### src/rtl/rv32_decode_pkg.sv
// Shared encodings for the RV32I decode stage: opcodes, ALU op codes,
// immediate select codes and the registered control-word layout.
package rv32_decode_pkg;

    localparam logic [6:0] OP_LUI    = 7'b0110111;
    localparam logic [6:0] OP_AUIPC  = 7'b0010111;
    localparam logic [6:0] OP_JAL    = 7'b1101111;
    localparam logic [6:0] OP_JALR   = 7'b1100111;
    localparam logic [6:0] OP_BRANCH = 7'b1100011;
    localparam logic [6:0] OP_LOAD   = 7'b0000011;
    localparam logic [6:0] OP_STORE  = 7'b0100011;
    localparam logic [6:0] OP_IMM    = 7'b0010011;
    localparam logic [6:0] OP_OP     = 7'b0110011;
    localparam logic [6:0] OP_FENCE  = 7'b0001111;
    localparam logic [6:0] OP_SYSTEM = 7'b1110011;

    localparam logic [4:0] ALU_LUI     = 5'b00000;
    localparam logic [4:0] ALU_AUIPC   = 5'b00001;
    localparam logic [4:0] ALU_ADD     = 5'b00010;
    localparam logic [4:0] ALU_BEQ     = 5'b00011;
    localparam logic [4:0] ALU_BNE     = 5'b00100;
    localparam logic [4:0] ALU_BLT     = 5'b00101;
    localparam logic [4:0] ALU_BGE     = 5'b00110;
    localparam logic [4:0] ALU_BLTU    = 5'b00111;
    localparam logic [4:0] ALU_BGEU    = 5'b01000;
    localparam logic [4:0] ALU_SLT     = 5'b01001;
    localparam logic [4:0] ALU_SLTU    = 5'b01010;
    localparam logic [4:0] ALU_XOR     = 5'b01011;
    localparam logic [4:0] ALU_OR      = 5'b01100;
    localparam logic [4:0] ALU_AND     = 5'b01101;
    localparam logic [4:0] ALU_SLL     = 5'b01110;
    localparam logic [4:0] ALU_SRL     = 5'b01111;
    localparam logic [4:0] ALU_SRA     = 5'b10000;
    localparam logic [4:0] ALU_SUB     = 5'b10001;
    localparam logic [4:0] ALU_FENCE   = 5'b10010;
    localparam logic [4:0] ALU_ILLEGAL = 5'b11111;

    localparam logic [2:0] IMM_U = 3'b000;
    localparam logic [2:0] IMM_J = 3'b001;
    localparam logic [2:0] IMM_I = 3'b010;
    localparam logic [2:0] IMM_B = 3'b011;
    localparam logic [2:0] IMM_S = 3'b100;

    typedef struct packed {
        logic [4:0] alu_op;
        logic [2:0] immsel;
        logic [4:0] rs1;
        logic [4:0] rs2;
        logic [4:0] rd;
        logic       reg_we;
        logic       mem_re;
        logic       mem_we;
        logic [2:0] mem_size;
        logic       branch;
        logic       jump;
        logic       alu_src_imm;
        logic       illegal;
    } ctrl_t;

    typedef struct packed {
        ctrl_t       ctrl;
        logic [31:0] imm;
    } word_t;

endpackage

### src/rtl/rv32_imm_gen.sv
// Combinational RV32I immediate expander; anything not U/J/B/S is treated as I-type.
module rv32_imm_gen
    import rv32_decode_pkg::*;
(
    input  logic [31:0] instr_i,
    input  logic [2:0]  immsel_i,
    output logic [31:0] imm_o
);

    always_comb begin
        case (immsel_i)
            IMM_U:   imm_o = {instr_i[31:12], 12'b0};
            IMM_J:   imm_o = {{12{instr_i[31]}}, instr_i[19:12], instr_i[20], instr_i[30:21], 1'b0};
            IMM_B:   imm_o = {{20{instr_i[31]}}, instr_i[7], instr_i[30:25], instr_i[11:8], 1'b0};
            IMM_S:   imm_o = {{21{instr_i[31]}}, instr_i[30:25], instr_i[11:7]};
            default: imm_o = {{21{instr_i[31]}}, instr_i[30:20]};
        endcase
    end

endmodule

### src/rtl/rv32_decode_stage.sv
// Registered RV32I decode stage: full control word + immediate, illegal detection,
// sticky halt on ECALL/EBREAK, optional skid entry to cut the ready path.
module rv32_decode_stage
    import rv32_decode_pkg::*;
#(
    parameter int PC_W     = 32,
    parameter bit SKID_EN  = 1'b1,
    parameter bit FENCE_EN = 1'b1
)(
    input  logic            clk,
    input  logic            rst,
    input  logic            flush,
    input  logic            in_valid,
    output logic            in_ready,
    input  logic [31:0]     in_instr,
    input  logic [PC_W-1:0] in_pc,
    output logic            out_valid,
    input  logic            out_ready,
    output logic [PC_W-1:0] out_pc,
    output logic [4:0]      out_alu_op,
    output logic [2:0]      out_immsel,
    output logic [31:0]     out_imm,
    output logic [4:0]      out_rs1,
    output logic [4:0]      out_rs2,
    output logic [4:0]      out_rd,
    output logic            out_reg_we,
    output logic            out_mem_re,
    output logic            out_mem_we,
    output logic [2:0]      out_mem_size,
    output logic            out_branch,
    output logic            out_jump,
    output logic            out_alu_src_imm,
    output logic            out_illegal,
    output logic            halt
);

    logic [6:0]      opcode, f7;
    logic [2:0]      f3;
    ctrl_t           dec;
    logic [31:0]     imm;
    logic            is_sys, out_free, accept;
    word_t           out_q, skid_q;
    logic [PC_W-1:0] out_pc_q, skid_pc_q;
    logic            out_valid_q, skid_valid_q, halt_q;

    assign opcode = in_instr[6:0];
    assign f3     = in_instr[14:12];
    assign f7     = in_instr[31:25];
    assign is_sys = (opcode == OP_SYSTEM);

    always_comb begin
        dec          = '0;
        dec.alu_op   = ALU_ADD;
        dec.immsel   = IMM_I;
        dec.rs1      = in_instr[19:15];
        dec.rs2      = in_instr[24:20];
        dec.rd       = in_instr[11:7];
        dec.mem_size = f3;
        case (opcode)
            OP_LUI:   begin dec.alu_op = ALU_LUI; dec.immsel = IMM_U; dec.reg_we = 1'b1; dec.alu_src_imm = 1'b1; end
            OP_AUIPC: begin dec.alu_op = ALU_AUIPC; dec.immsel = IMM_U; dec.reg_we = 1'b1; dec.alu_src_imm = 1'b1; end
            OP_JAL:   begin dec.immsel = IMM_J; dec.reg_we = 1'b1; dec.jump = 1'b1; dec.alu_src_imm = 1'b1; end
            OP_JALR:  begin dec.reg_we = 1'b1; dec.jump = 1'b1; dec.alu_src_imm = 1'b1; end
            OP_BRANCH: begin
                dec.immsel = IMM_B;
                dec.branch = 1'b1;
                case (f3)
                    3'b000:  dec.alu_op = ALU_BEQ;
                    3'b001:  dec.alu_op = ALU_BNE;
                    3'b100:  dec.alu_op = ALU_BLT;
                    3'b101:  dec.alu_op = ALU_BGE;
                    3'b110:  dec.alu_op = ALU_BLTU;
                    3'b111:  dec.alu_op = ALU_BGEU;
                    default: dec.illegal = 1'b1;
                endcase
            end
            OP_LOAD: begin
                dec.reg_we = 1'b1; dec.mem_re = 1'b1; dec.alu_src_imm = 1'b1;
                dec.illegal = (f3 == 3'b011) || (f3 == 3'b110) || (f3 == 3'b111);
            end
            OP_STORE: begin
                dec.immsel = IMM_S; dec.mem_we = 1'b1; dec.alu_src_imm = 1'b1;
                dec.illegal = (f3 >= 3'b011);
            end
            OP_IMM: begin
                dec.reg_we = 1'b1; dec.alu_src_imm = 1'b1;
                case (f3)
                    3'b000: dec.alu_op = ALU_ADD;
                    3'b001: begin dec.alu_op = ALU_SLL; dec.illegal = (f7 != 7'h00); end
                    3'b010: dec.alu_op = ALU_SLT;
                    3'b011: dec.alu_op = ALU_SLTU;
                    3'b100: dec.alu_op = ALU_XOR;
                    3'b101: begin
                        dec.alu_op  = (f7 == 7'h20) ? ALU_SRA : ALU_SRL;
                        dec.illegal = (f7 != 7'h00) && (f7 != 7'h20);
                    end
                    3'b110:  dec.alu_op = ALU_OR;
                    default: dec.alu_op = ALU_AND;
                endcase
            end
            OP_OP: begin
                dec.reg_we = 1'b1;
                case ({f7, f3})
                    {7'h00, 3'b000}: dec.alu_op = ALU_ADD;
                    {7'h20, 3'b000}: dec.alu_op = ALU_SUB;
                    {7'h00, 3'b001}: dec.alu_op = ALU_SLL;
                    {7'h00, 3'b010}: dec.alu_op = ALU_SLT;
                    {7'h00, 3'b011}: dec.alu_op = ALU_SLTU;
                    {7'h00, 3'b100}: dec.alu_op = ALU_XOR;
                    {7'h00, 3'b101}: dec.alu_op = ALU_SRL;
                    {7'h20, 3'b101}: dec.alu_op = ALU_SRA;
                    {7'h00, 3'b110}: dec.alu_op = ALU_OR;
                    {7'h00, 3'b111}: dec.alu_op = ALU_AND;
                    default:         dec.illegal = 1'b1;
                endcase
            end
            OP_FENCE: begin
                if (FENCE_EN) dec.alu_op = ALU_FENCE;
                else          dec.illegal = 1'b1;
            end
            OP_SYSTEM: dec.alu_op = ALU_ADD;
            default:   dec.illegal = 1'b1;
        endcase
        // Illegal words must not have side effects downstream.
        if (dec.illegal) begin
            dec.alu_op      = ALU_ILLEGAL;
            dec.reg_we      = 1'b0;
            dec.mem_re      = 1'b0;
            dec.mem_we      = 1'b0;
            dec.branch      = 1'b0;
            dec.jump        = 1'b0;
            dec.alu_src_imm = 1'b0;
        end
    end

    rv32_imm_gen u_imm (
        .instr_i  (in_instr),
        .immsel_i (dec.immsel),
        .imm_o    (imm)
    );

    assign out_free = !out_valid_q || out_ready;
    // With the skid, in_ready depends only on flops, never on out_ready.
    assign in_ready = !rst && !halt_q && (SKID_EN ? !skid_valid_q : out_free);
    assign accept   = in_valid && in_ready;

    always_ff @(posedge clk or posedge rst) begin
        if (rst) begin
            out_q        <= '0;
            skid_q       <= '0;
            out_pc_q     <= '0;
            skid_pc_q    <= '0;
            out_valid_q  <= 1'b0;
            skid_valid_q <= 1'b0;
            halt_q       <= 1'b0;
        end else begin
            if (flush) begin
                out_valid_q  <= 1'b0;
                skid_valid_q <= 1'b0;
            end else if (out_free) begin
                if (skid_valid_q) begin
                    out_q        <= skid_q;
                    out_pc_q     <= skid_pc_q;
                    out_valid_q  <= 1'b1;
                    skid_valid_q <= 1'b0;
                end else if (accept) begin
                    out_q       <= '{ctrl: dec, imm: imm};
                    out_pc_q    <= in_pc;
                    out_valid_q <= 1'b1;
                end else begin
                    out_valid_q <= 1'b0;
                end
            end else if (accept) begin
                skid_q       <= '{ctrl: dec, imm: imm};
                skid_pc_q    <= in_pc;
                skid_valid_q <= 1'b1;
            end
            if (accept && !flush && is_sys) halt_q <= 1'b1;
        end
    end

    assign out_valid       = out_valid_q;
    assign out_pc          = out_pc_q;
    assign out_alu_op      = out_q.ctrl.alu_op;
    assign out_immsel      = out_q.ctrl.immsel;
    assign out_imm         = out_q.imm;
    assign out_rs1         = out_q.ctrl.rs1;
    assign out_rs2         = out_q.ctrl.rs2;
    assign out_rd          = out_q.ctrl.rd;
    assign out_reg_we      = out_q.ctrl.reg_we;
    assign out_mem_re      = out_q.ctrl.mem_re;
    assign out_mem_we      = out_q.ctrl.mem_we;
    assign out_mem_size    = out_q.ctrl.mem_size;
    assign out_branch      = out_q.ctrl.branch;
    assign out_jump        = out_q.ctrl.jump;
    assign out_alu_src_imm = out_q.ctrl.alu_src_imm;
    assign out_illegal     = out_q.ctrl.illegal;
    assign halt            = halt_q;

endmodule

### config.mk
export PLATFORM = sky130hd
export DESIGN_NAME = rv32_decode_stage
export DESIGN_NICKNAME = d
export VERILOG_FILES = /design/src/rtl/rv32_decode_pkg.sv /design/src/rtl/rv32_imm_gen.sv /design/src/rtl/rv32_decode_stage.sv
export SDC_FILE = /design/constraint.sdc
export NUM_CORES = 1
export LEC_CHECK = 0
export CORE_MARGIN = 1.5
export CORE_UTILIZATION = 35
export CTS_CLUSTER_SIZE = 8
export DETAILED_ROUTE_END_ITERATION = 16
export MAX_ROUTING_LAYER = met4
export PLACE_DENSITY = 0.66
export SLEW_MARGIN = 20
export SYNTH_ARGS = -nofsm -noshare
export SYNTH_HDL_FRONTEND = slang
export SYNTH_SLANG_ARGS = --single-unit
### constraint.sdc
create_clock -name clk -period 11.9 [get_ports clk]
set_input_delay 2.38 -clock clk [delete_from_list [all_inputs] [get_ports clk]]
set_output_delay 2.38 -clock clk [all_outputs]
set_load 0.05 [all_outputs]
Word level (Yosys, flattened, before mapping)
Cells that the tools add are included. Widths: inputs -> output; s select.

Register bits after elaboration: 197. Bits of input ports: 69. Output and inout bits: 100. Word-level logic and storage cells: 129.

$lt $le $gt $ge: 1. Equal/unequal tests: 32. Multiplexer cells: 31. Bitwise gates (word level): 2. Reduce and logical (&&, ||, !) cells: 30.

Operators with widths (number): $mux 65 (2); $pmux 31 s4 (1); $mux 32 (2); $pmux 5 s9 (1); $eq 10x3->1 const B (4); $pmux 5 s7 (1); $pmux 5 s6 (1); $eq 7x6->1 const B (4); $eq 7x7->1 const B (4); $pmux 4 s6 (1); $eq 10x2->1 const B (2); $eq 10x9->1 const B (2); $eq 3x3->1 const B (5); $mux 1 (15); $eq 7x5->1 const B (2); $reduce_or 7->1 (2); $pmux 3 s4 (1); $reduce_or 6->1 (2); $eq 10x1->1 const B (1); $logic_not 10->1 (1); $mux 5 (2); $reduce_or 10->1 (1); $eq 3x2->1 const B (3); $eq 7x2->1 const B (1); 17 further kinds (35).

Logic depth before layout (Yosys ltp)
Gate-level depths: netlist (run 1).

Depth in word-level cells: 8. Gate-level depth with buffers: 8. Mapped depth without buffers: 6.

Cells and area by module
A second synthesis (run 1) with hierarchy kept.

Cell total of the unflattened synthesis: 1018. Area, all modules: 9326.4 µm².

Modules (own cells, without submodules): rv32_decode_stage (times used 1, cells each 959, area an instance 8896.0 µm², sequential area each 4929.7 µm²); rv32_imm_gen (times used 1, cells each 59, area an instance 430.4 µm², sequential area each 0.0 µm²).

Worst setup path after synthesis (run 1)
OpenSTA, ideal clock, no wires.

Kind: input -> output. Start point: in rst. End point: out in_ready. Arrival: 3.456 ns. Required time: 9.520 ns. Slack: 6.064 ns. Stages: 1. Buffers on the path: 0. Cell sequence: nor3_1.

Word-level cells in the longest chain between the ends: 3.

RTL lines: start: declaration (line rv32_decode_stage.sv:11) `input logic rst,`; $logic_not 1->1 (no line); $logic_and 1x1->1 (2 in series) (line rv32_decode_stage.sv:144) `assign in_ready = !rst && !halt_q && (SKID_EN ? !skid_valid_q : out_free);`; end: declaration (line rv32_decode_stage.sv:14) `output logic in_ready,`.

Every way passes these cells.

Worst setup path in the final report (run 1)
Same ends and word-level chain as after synthesis.

==> results of run 1 <==
-- cell families after synthesis --
group,count (synthesis),synth area share
buffers and inverters,74,0.0317
flip-flops,197,0.546
multiplexers,113,0.133
XOR/XNOR,2,0.00194
AO/OA/AOI/OAI,242,0.152
AND/OR/NAND/NOR,267,0.136
-- where the power goes --
part	leakage [nW]	total [mW]	internal, mW	switching [mW]
logic	2.10	0.532	0.189	0.343
clock network	0.273	0.559	0.300	0.260
registers	2.50	0.842	0.781	0.0610
-- per-layer routing --
| layer | up-vias | routed length, µm | global-route usage |
|---|---|---|---|
| li1 | 3381 | - | - |
| met1 | 3331 | 11400 | 0.258 |
| met2 | 179 | 10300 | 0.266 |
| met3 | 20 | 1600 | 0.0561 |
| met4 | 0 | 233 | 0.0426 |
| met5 | - | 0 | - |
-- sequential cells by signal, summed over array words and instances (netlist names), 3 cells and up --
name and cells:
skid_q 65, skid_pc_q 32, out_alu_op 5, out_rs1 5
out_rs2 5, out_rd 5, out_pc 32, out_mem_size 3
out_imm 32, out_immsel 3
-- layout make-up --
| type | count | area, µm² | share of cell area |
|---|---|---|---|
| sequential | 197 | 4930 | 0.429 |
| multi-input combinational | 624 | 3840 | 0.333 |
| timing repair buffer | 175 | 1730 | 0.151 |
| clock buffer | 20 | 457 | 0.0397 |
| tap | 330 | 413 | 0.0359 |
| clock inverter | 10 | 100 | 0.00870 |
| inverter | 7 | 33.8 | 0.00294 |
-- worst paths after layout --
kind,startpoint,endpoint,slack [ns]
setup / recovery,rst,in_ready,5.53
hold / removal,out_pc[30]$_DFFE_PP0P_,out_pc[30]$_DFFE_PP0P_,0.48
setup reg to reg,skid_valid_q$_DFFE_PP0P_,skid_q[53]$_DFFE_PP0P_,8.35
hold reg to reg,out_pc[30]$_DFFE_PP0P_,out_pc[30]$_DFFE_PP0P_,0.48
max in group asynchronous,rst,out_rd[0]$_DFFE_PP0P_,7.81
min in group asynchronous,rst,skid_pc_q[15]$_DFFE_PP0P_,2.58
-- tightest hold or removal path: stages (launching register included) --
cell,delay (ns)
dfrtp_1,0.34
nand2_1,0.04
o21ai_0,0.05
-- cell usage in the layout (no fill, tap or decap), types with 4 or more instances in the layout --
master / netlist / layout
a21oi_1: 54 / 54
a22oi_1: 5 / 5
a31oi_1: 7 / 7
buf_4: 0 / 7
clkbuf_16: 0 / 17
clkdlybuf4s50_1: 0 / 168
clkinv_4: 0 / 4
dfrtp_1: 197 / 196
inv_1: 7 / 6
mux2_2: 59 / 59
mux2i_1: 54 / 54
nand2_1: 159 / 158
nand2b_1: 5 / 4
nand3_1: 5 / 5
nand3b_1: 5 / 5
nor2_1: 46 / 45
nor2b_1: 5 / 5
nor3_1: 8 / 8
nor4_1: 5 / 5
o211ai_1: 8 / 8
o21a_1: 7 / 7
o21ai_0: 125 / 125
o21ai_1: 9 / 9
-- stage by stage --
step	power [mW]	setup slack (ns)	hold WS, ns	cells	utilization
after floorplan	1.19	4.15	0.440	895	-
after detailed placement	1.39	5.54	0.464	1332	0.433
after global placement	1.38	5.53	0.453	1332	0.433
after global routing	2.03	5.43	0.497	1363	0.456
final	1.93	5.53	0.475	1363	0.456
after CTS	1.96	5.52	0.481	1362	0.455
==> out/metrics.yaml, run 1 <==
antenna_found_initial: 0
n_antenna_cell: 0
synth-seq-area-share: 0.546
crit_cells: 3
rr_worst_depth: 5
setup-violations-final: 0
synth_edf_count: 0
synth_common_cells: "dfrtp_1, nand2_1, o21ai_0"
ir_drop_mv: 0.0972
nNetsFinal: 1091
tns_ns: 0
placed_area_um2: 10900
cts_setup_buffers: 0
post-synth-top-count-cell: "dfrtp_1"
ys_ff_latch: 197
synth.top_cell.area_share: 0.546
die_x_um: 164
leakage_nw: 4.88
holdBufCountCts: 0
cts_resized: 0
drive_above_1_share: 0.111
numPortBuffers: 168
clock.fmax_mhz: 157
syn-cell-area_um2: 9040
die_h_um: 164
ant_nets: 0
yosys-top-cells-area: "dfrtp_1, mux2_2, o21ai_0"
clk_pin_slew_ns: 0.07
yosysWarnings: 0
vias: 6911
syn_area_per_cell_um2: 10.1
cp.arrival_ns: 3.99
critPathKind: "primary input to output port"
start_util: 0.358
cts-root-buf: "clkbuf_16"
cts.sinks: 197
holdPathStages: 2
drt-total-wl_um: 23500
insertion_delay_ns: 0.43
place.gp.congestion: 0.892
hpwl_um: 15300
power_density_nw_per_um2: 168
synth_top_cell_by_area: "dfrtp_1"
status: "finished, final reports clean"
start_kind: "primary input"
grt_setup_unrepaired: "no"
grt_pass1_vias: 6678
required_ns: 9.52
relSlewSlack: 0.313
num_io_pins: 169
min_period_over_period: 0.535
worstPathMaxFanout: 3
critPathBufInv: 2
first_pass_iters: 5
synth-main-ff-cell: "dfrtp_1"
htreeDepth: 4
fin_skew_ns: 0.0112
finalCriticalPeriod_ns: 6.37
worstMarginPinSlew_ns: 1.03
clockBufferDepth: 2
synth_cell_types: 58
critPathCaptureType: "output port"
n_fill_cell: 2434
overflow: 0
numCtsBuffers: 17
hold_viol: 0
die_area_um2: 26800
cpMostUsedCell: "clkdlybuf4s50_1"
slowest_delay_ns: 0.86
gr-usage-all-layers: 0.186
synth_cells: 895
cts_tree: "yes"
cap_violations: 0
grt_max_degree: 131
synthToLayoutAreaGrowth_pct: 27.4
slowest_stage: "clkdlybuf4s50_1"
slew_violations: 0
hold_class: "flop to flop"
cpLargestDelayFamily: "buffers and inverters"
syn-num-nets: 964
drc_errors: 0
coreArea_um2: 25300
path_cells: "clkdlybuf4s50_1, nor3_1, clkdlybuf4s50_1"
grt_pass1_wl_um: 37300
rows: 58
vias_per_cell: 5.07
wl_per_cell_um: 17.3
synthArstFlopShare: 1.00
drtIter0Drc: 506
final_area_um2: 11500
(Power assumes the default switching activity.)
==> run 2: changes to the inputs <==
- PLACE_DENSITY: 0.66 -> 0.68
- clock period: 11.9 -> 5.71 ns (I/O delays scaled with it)
==> out/metrics.yaml, run 2 (synthesis gave the netlist of run 1 again) <==
hold_class: "flop to flop"
drc_errors: 0
r2r-end: "skid_pc_q[14]$_DFFE_PP0P_"
insertion_delay_ns: 0.45
cp.arrival_ns: 2.69
crit_end: "in_ready"
leakage_nw: 4.92
r2r_slack_ns: 2.93
min_period_over_period: 0.672
wl_per_cell_um: 17.0
worstPathMaxFanout: 3
drt-total-wl_um: 23300
nNetsFinal: 1094
required_ns: 4.57
place.gp.congestion: 0.957
cts_resized: 0
regMostFlops: "skid_q"
clock.fmax_mhz: 261
hold_viol: 0
gr-usage-all-layers: 0.186
cts.sinks: 197
critPathLaunch: "rst"
critPathKind: "primary input to output port"
rr_worst_depth: 5
grt_max_degree: 143
numPortBuffers: 168
vias: 7066
relSlewSlack: 0.322
finalHoldWorstSlack_ns: 0.476
num_io_pins: 169
hpwl_um: 15600
holdPathStages: 1
grt_pass1_wl_um: 37600
worstMarginPinSlew_ns: 1.02
first_pass_iters: 5
final_common_cell: "dfrtp_1"
setup-violations-final: 0
cts-root-buf: "clkbuf_16"
cts_tree: "yes"
fin_skew_ns: 0.0197
htreeDepth: 4
slew_violations: 0
largest_reg_flops: 65
clockBufferDepth: 2
antenna_found_initial: 0
die_area_um2: 26800
ir_drop_mv: 0.223
power_density_nw_per_um2: 355
grt_pass1_vias: 6712
critPathCaptureType: "output port"
final_cell_mix: "dfrtp_1, clkdlybuf4s50_1, nand2_1"
cts_setup_buffers: 0
drtIter0Drc: 523
holdBufCountCts: 0
status: "finished, final reports clean"
grt_setup_unrepaired: "no"
total_power_mw: 4.11
numCtsBuffers: 17
synthToLayoutAreaGrowth_pct: 28.3
start_util: 0.358
r2r_start: "skid_valid_q$_DFFE_PP0P_"
overflow: 0
start_kind: "primary input"
clk_pin_slew_ns: 0.08
n_antenna_cell: 0
coreArea_um2: 25300
rows: 58
die_h_um: 164
ant_nets: 0
die_x_um: 164
tns_ns: 0
drive_above_1_share: 0.117
cap_violations: 0
finalCriticalPeriod_ns: 3.84
vias_per_cell: 5.17
run 2: how the worst min path moves through the flow:
stage / end / slack (ns) / start
after global routing: skid_q[62]$_DFFE_PP0P_ / 0.49 / skid_q[62]$_DFFE_PP0P_
after detailed placement: skid_q[62]$_DFFE_PP0P_ / 0.46 / skid_q[62]$_DFFE_PP0P_
after global placement: skid_q[62]$_DFFE_PP0P_ / 0.45 / skid_q[62]$_DFFE_PP0P_
final: skid_q[62]$_DFFE_PP0P_ / 0.48 / skid_q[62]$_DFFE_PP0P_
after CTS: skid_q[62]$_DFFE_PP0P_ / 0.48 / skid_q[62]$_DFFE_PP0P_
after floorplan: skid_q[62]$_DFFE_PP0P_ / 0.44 / skid_q[62]$_DFFE_PP0P_
run 2: report_power, final:
group | switching [mW] | leakage, nW | internal [mW] | total [mW]
clock network | 0.640 | 0.300 | 0.607 | 1.25
logic | 0.713 | 2.12 | 0.395 | 1.11
registers | 0.132 | 2.50 | 1.63 | 1.76
run 2: final cells by class:
class	instances	area, µm²
inverter	7	30.0
fill	2401	13700
timing repair buffer	178	1770
sequential	197	4930
clock inverter	15	189
tap	330	413
clock buffer	17	425
multi-input combinational	624	3840
run 2: metal layers:
metal | vias to the layer above | wire (µm) | GRT usage
met2 | 227 | 10200 | 0.264
met1 | 3417 | 11300 | 0.264
met5 | - | 0 | -
met4 | 0 | 199 | 0.0405
li1 | 3399 | - | -
met3 | 23 | 1640 | 0.0477
run 2: worst max-delay path: stages:
cell and delay [ns]:
clkdlybuf4s50_1 0.48, nor3_1 0.22, clkdlybuf4s50_1 0.85
run 2: stage by stage:
step / utilization / area, µm² / instances / worst slack [ns]
detailed placement: 0.435 / 11000 / 1336 / 1.67
finish: 0.459 / 11600 / 1368 / 1.87
global route: 0.459 / 11600 / 1368 / 1.77
global placement: 0.435 / 11000 / 1336 / 1.71
CTS: 0.459 / 11600 / 1368 / 1.86
floorplan: - / 9040 / 895 / 2.02
